--- src/rtl/operand_fetch.sv ---
// operand_fetch: register-operand fetch stage with a 32-entry busy scoreboard.
// Reads the register file combinationally, stalls on RAW/WAW hazards and
// holds one instruction in a valid/ready output register.
// Optional feature: OPERAND_FETCH_FORWARD_EN lets a busy source take the
// write-back data in the write-back cycle instead of waiting one more cycle.
module operand_fetch (
  input  logic        clk,
  input  logic        rst,
  input  logic        in_valid,
  output logic        in_ready,
  input  logic [4:0]  in_rs,
  input  logic [4:0]  in_rt,
  input  logic [4:0]  in_rd,
  input  logic        in_wen,
  output logic [4:0]  rf_raddr1,
  output logic [4:0]  rf_raddr2,
  input  logic [31:0] rf_rdata1,
  input  logic [31:0] rf_rdata2,
  input  logic        wb_valid,
  input  logic [4:0]  wb_addr,
  input  logic [31:0] wb_data,
  output logic        out_valid,
  input  logic        out_ready,
  output logic [31:0] out_op1,
  output logic [31:0] out_op2,
  output logic [4:0]  out_rd,
  output logic        out_wen
);

  logic [31:0] r_busy;
  logic        r_out_valid;
  logic [31:0] r_out_op1;
  logic [31:0] r_out_op2;
  logic [4:0]  r_out_rd;
  logic        r_out_wen;

  logic        w_src1_busy;
  logic        w_src2_busy;
  logic        w_fwd1;
  logic        w_fwd2;
  logic        w_hazard;
  logic        w_waw;
  logic        w_accept;
  logic        w_set;
  logic [31:0] w_op1;
  logic [31:0] w_op2;
  logic [31:0] w_busy_next;

  // Register-file addresses follow the incoming source fields directly.
  assign rf_raddr1 = in_rs;
  assign rf_raddr2 = in_rt;

  // A source is only busy if it is a real register (r0 is never tracked).
  assign w_src1_busy = (in_rs != 5'd0) & r_busy[in_rs];
  assign w_src2_busy = (in_rt != 5'd0) & r_busy[in_rt];

`ifdef OPERAND_FETCH_FORWARD_EN
  // The register file still shows the old value this cycle, so a busy source
  // being written back right now takes wb_data instead.
  assign w_fwd1 = w_src1_busy & wb_valid & (wb_addr == in_rs);
  assign w_fwd2 = w_src2_busy & wb_valid & (wb_addr == in_rt);
`else
  assign w_fwd1 = 1'b0;
  assign w_fwd2 = 1'b0;
`endif

  // WAW: a second writer of a still-pending destination must wait, even if
  // its write-back is happening this very cycle.
  assign w_waw    = in_wen & (in_rd != 5'd0) & r_busy[in_rd];
  assign w_hazard = (w_src1_busy & ~w_fwd1) | (w_src2_busy & ~w_fwd2) | w_waw;

  assign in_ready = ~rst & (~r_out_valid | out_ready) & ~w_hazard;
  assign w_accept = in_valid & in_ready;
  assign w_set    = w_accept & in_wen & (in_rd != 5'd0);

  assign w_op1 = (in_rs == 5'd0) ? 32'h0 : (w_fwd1 ? wb_data : rf_rdata1);
  assign w_op2 = (in_rt == 5'd0) ? 32'h0 : (w_fwd2 ? wb_data : rf_rdata2);

  // Scoreboard next state per register: a new writer's set wins over a clear.
  assign w_busy_next[0] = 1'b0;
  generate
    for (genvar gi = 1; gi < 32; gi++) begin : g_busy
      assign w_busy_next[gi] = (w_set & (in_rd == 5'(gi))) |
                               (r_busy[gi] & ~(wb_valid & (wb_addr == 5'(gi))));
    end
  endgenerate

  // Scoreboard and output register; reset discards everything in flight.
  always_ff @(posedge clk) begin
    if (rst) begin
      r_busy      <= 32'h0;
      r_out_valid <= 1'b0;
      r_out_op1   <= 32'h0;
      r_out_op2   <= 32'h0;
      r_out_rd    <= 5'd0;
      r_out_wen   <= 1'b0;
    end else begin
      r_busy <= w_busy_next;
      if (w_accept) begin
        r_out_valid <= 1'b1;
        r_out_op1   <= w_op1;
        r_out_op2   <= w_op2;
        r_out_rd    <= in_rd;
        r_out_wen   <= in_wen & (in_rd != 5'd0);
      end else if (out_ready) begin
        r_out_valid <= 1'b0;
      end
    end
  end

  assign out_valid = r_out_valid;
  assign out_op1   = r_out_op1;
  assign out_op2   = r_out_op2;
  assign out_rd    = r_out_rd;
  assign out_wen   = r_out_wen;

endmodule

--- config.mk ---
export PLATFORM = sky130hd
export DESIGN_NAME = operand_fetch
export DESIGN_NICKNAME = d
export VERILOG_FILES = /design/src/rtl/operand_fetch.sv
export SDC_FILE = /design/constraint.sdc
export NUM_CORES = 1
export LEC_CHECK = 0
export CELL_PAD_IN_SITES_DETAIL_PLACEMENT = 1
export CELL_PAD_IN_SITES_GLOBAL_PLACEMENT = 1
export CORE_AREA = 3 3 126 128
export CTS_CLUSTER_DIAMETER = 30
export DETAILED_ROUTE_END_ITERATION = 10
export DIE_AREA = 0 0 129 131
export GPL_TIMING_DRIVEN = 0
export PLACE_DENSITY_LB_ADDON = 0.1
export REMOVE_ABC_BUFFERS = 1
export SYNTH_ARGS = -nofsm -noshare
export SYNTH_HDL_FRONTEND = slang
export SYNTH_SLANG_ARGS = --single-unit
--- constraint.sdc ---
create_clock -name clk -period 4.6 [get_ports clk]
set_input_delay 0.46 -clock clk [delete_from_list [all_inputs] [get_ports clk]]
set_output_delay 0.46 -clock clk [all_outputs]
set_load 0.02 [all_outputs]
After elaboration in Yosys (flattened, before gate mapping)
Cells that the tools add are included.

Bitwise operators: 170. $add $sub $neg: 0. Shift-type cells: 0. Magnitude comparators: 3. $mul: 0. Div/mod/pow operators: 0. Eq/ne operators: 62. Muxes and demuxes: 10. Reductions and logical operators: 6.

Operators with widths (number): == test 5 bit (second input constant) (32); AND 1 bit (102); == test 5 x 4 -> 1 bit (second input constant) (16); 2-to-1 mux 32 bit (2); == test 5 x 3 -> 1 bit (second input constant) (8); inverter 1 bit (34); OR 1 bit (34); == test 5 x 2 -> 1 bit (second input constant) (4); < comparator 5 x 6 -> 1 bit (second input constant) (3); binary-select mux 1 bit (select 5 bit) (3); nonzero test 5 bit (3); == test 5 x 1 -> 1 bit (second input constant) (2); logical NOT 5 bit (2); 2-to-1 mux 1 bit (5); nonzero test 2 bit (1).

Word-level logic and storage cells: 258. Input bits: 122. Output and inout port bits: 82. Memories: 0. ROM bits: 0. Register bits after elaboration: 103. Bits in writable memories: 0. Bits in latches: 0.

Depth between registers and ports, before layout
Depth in word-level cells: 12. Gate-level depth with buffers: 10. Depth with buffers taken out: 6.

Worst setup path before layout
OpenSTA, ideal clock, no wires.

Kind: input to output. From: in in_rs[0]. To: out in_ready. Stages on the path: 8. Data arrival time: 2122 ps. Slack: 2018 ps. Cells stage by stage: buf_2 buf_2 mux2_2 o211ai_1 nor3_1 nor4_2 nand2_1 a21oi_1.

Cells in the longest elaborated chain, start to end: 7.

Ends and longest elaborated chain: from (decl) (line 11) `input logic [4:0] in_rs,`; binary-select mux 1 bit (select 5 bit) (line 54) `assign w_src1_busy = (in_rs != 5'd0) & r_busy[in_rs];`; 2-to-1 mux 1 bit (implied by the code) (line 54); AND 1 bit (*) (line 54); OR 1 bit (*) (2 in series) (line 70) `assign w_hazard = (w_src1_busy & ~w_fwd1) | (w_src2_busy & ~w_fwd2) | w_waw;`; inverter 1 bit (*) (line 72) `assign in_ready = ~rst & (~r_out_valid | out_ready) & ~w_hazard;`; AND 1 bit (*) (line 72); to (decl) (line 10) `output logic in_ready,`.

Mark *: on every way between the ends. The rest lies on a longest branch, timed or not. The select of a mux whose other input is x is not followed.

Worst setup path in the final report
From: in in_rd[0]. To: out in_ready.

Cells in the longest elaborated chain, start to end: 6.

Ends and longest elaborated chain: from (decl) (line 13) `input logic [4:0] in_rd,`; binary-select mux 1 bit (select 5 bit) / nonzero test 5 bit (equally long branches) (line 69) `assign w_waw = in_wen & (in_rd != 5'd0) & r_busy[in_rd];`; 2-to-1 mux 1 bit (implied by the code) / AND 1 bit (equally long branches) (line 69); AND 1 bit (*) (line 69); OR 1 bit (*) (line 70); inverter 1 bit (*) (line 72); AND 1 bit (*) (line 72).

Marks and branches as above.

==> out/qor.yml <==
p_leak_nw: 2.92
die_height_um: 131
cts_max_level: 3
synth.top_cell.area_share_pct: 39.4
synth_edf_count: 0
outcome: "completed"
cts_num_sinks: 102
grt_overflow: 0
synth.area.top_cells: "dfxtp_1 39%, mux2i_1 14%, nand2_1 11%, mux4_2 6.1%, mux2_2 3.0%"
synthFlopType: "dfxtp_1"
via_count: 4858
final_common_cell: "clkdlybuf4s50_1"
initial_core_util_pct: 34.6
root_buffer: "clkbuf_16"
rows: 45
clkTransAtPathRegs_ps: 60
final_util_pct: 48.3
drv_slew: 0
clk_path_buf_depth: 2
die_area_um2: 16900
fin_cells: 881
antenna_cells: 0
finalPower_mw: 2.10
tns_ps: 0
io_buffers: 171
ant_nets: 0
max_slew_margin_pct: 39.6
rsz0062_at_grt: "false"
cts_hold_buffers: 0
period_minus_slack_ps: 4110
grt_first_pass_wirelength_mm: 26.8
routed_via_density: 5.51
worstSetupPathType: "in2out"
io_pins: 204
cp_max_fo: 15
final_cell_mix: "170 x clkdlybuf4s50_1, 147 x nand2_1, 102 x dfxtp_1"
place.gp.congestion: 0.865
drive_gt1_share_pct: 8.66
vdd_drop_max_v: 0.000180
dp_cells: 867
nets: 812
core_area_um2: 15000
holdWs_ps: 458
required_ps: 4140
dp_slack_ps: 248
grt_pass1_vias: 4991
drtIter0Drc: 219
yosys_warnings: 0
drc: 0
maxCapViolCount: 0
dp_hpwl_mm: 12.3
hold_viol: 0
yosys.area.top_type: "dfxtp_1"
synth.distinct_cells: 43
fin_crit_sh_pct: 89.4
clkLatencyLatePin_ps: 350
hold_path_class: "reg2reg"
antenna_found_initial: 0
first_pass_iters: 5
grtUsageTotal_pct: 20.1
synthArstFlopShare_pct: 0
wl_mm: 17.1
die_x_um: 129
cts_buffers: 9
synthToLayoutAreaGrowth_pct: 39.5
grt_start_max_net_pins: 53
place_area_um2: 6960
tritoncts: "built"
fmax_mhz: 243
tightest_slew_ps: 903
synthCells: 562
routedWlPerCell_um: 19.4
endpoint_kind: "output pin"
cts.repair.resized: 0
fin_area_um2: 7240
cellPowerDensity_nw_per_um2: 290
worst-endpoint-arrival_ps: 3650
setup_viol: 0
cp-start-kind: "input pin"
synth.avg_cell_area_um2: 9.23
cts_setup_buffers: 0
finClkSkew_ps: 6.63
fin_ws_ps: 486
synth_area_um2: 5190
seq_area_frac_synth_pct: 39.4
synth-seq-cells: 102
worst paths after layout:
path / startpoint / to / slack, ps / cells past startpoint
setup / recovery: in_rd[0] / in_ready / 490 / 8
hold / removal: out_op2[13] / out_op2[13] / 460 / 2
setup reg to reg: r_busy[11] / r_busy[12] / 1530 / 8
hold reg to reg: out_op2[13] / out_op2[13] / 460 / 2
critical path: stages:
cell,delay (ps)
clkdlybuf4s50_1,960
mux4_2,590
nand2_1,110
a31oi_1,100
o41ai_2,600
nand2_1,90
a21oi_1,130
clkdlybuf4s50_1,610
per-layer routing:
layer  share of wire (%)  up-vias  GRT usage (%)
li1                    -     2267              -
met1                  42     2405           24.4
met2                  48      163           34.0
met3                 8.6       23           6.67
met4                 1.5        0           6.36
met5                   0        -              0
registers in the layout, summed over array words and instances (netlist names):
signal	flops
out_op2	32
r_busy	31
out_rd	5
out_op1	32
out_valid	1
out_wen	1
synth_stat cells, drive strengths merged, types with 2 or more instances:
| master | n |
|---|---|
| nor4 | 2 |
| o211ai | 21 |
| nand2b | 6 |
| o22ai | 3 |
| nor3 | 6 |
| o41ai | 15 |
| nor2 | 7 |
| buf | 30 |
| o31ai | 18 |
| nand3 | 20 |
| mux2 | 14 |
| nor2b | 13 |
| a21oi | 6 |
| nand2 | 147 |
| a31oi | 2 |
| o311ai | 6 |
| a2111oi | 2 |
| nand3b | 2 |
| dfxtp | 102 |
| inv | 6 |
| nor3b | 3 |
| o221ai | 2 |
| or3 | 3 |
| mux4 | 14 |
| nand4 | 2 |
| clkbuf | 27 |
| mux2i | 74 |
final cells by class:
class / count / area, um2
inverters: 6 / 25.0
flip-flops and latches: 102 / 2040
repair buffers: 174 / 1780
clock buffers: 10 / 229
fillers: 1681 / 7740
multi-input cells: 397 / 2870
clock inverters: 4 / 50.0
well taps: 188 / 235
where the power goes:
group          switching [mW]  internal (mW)  leakage (nW)  total (mW)
clock                   0.332          0.415         0.130       0.748
combinational           0.218          0.199          1.96       0.418
sequential             0.0176          0.918         0.828       0.935
total                   0.568           1.53          2.92        2.10
cell families (layout without fill, tap and decap cells):
group,count (synthesis),count (layout),share of synthesized area (%)
mux,102,102,23.4
simple gates,214,214,18.2
buf+inv,63,194,5.96
compound gates,81,81,13.1
flops,102,102,39.4
(Power assumes the default switching activity.)
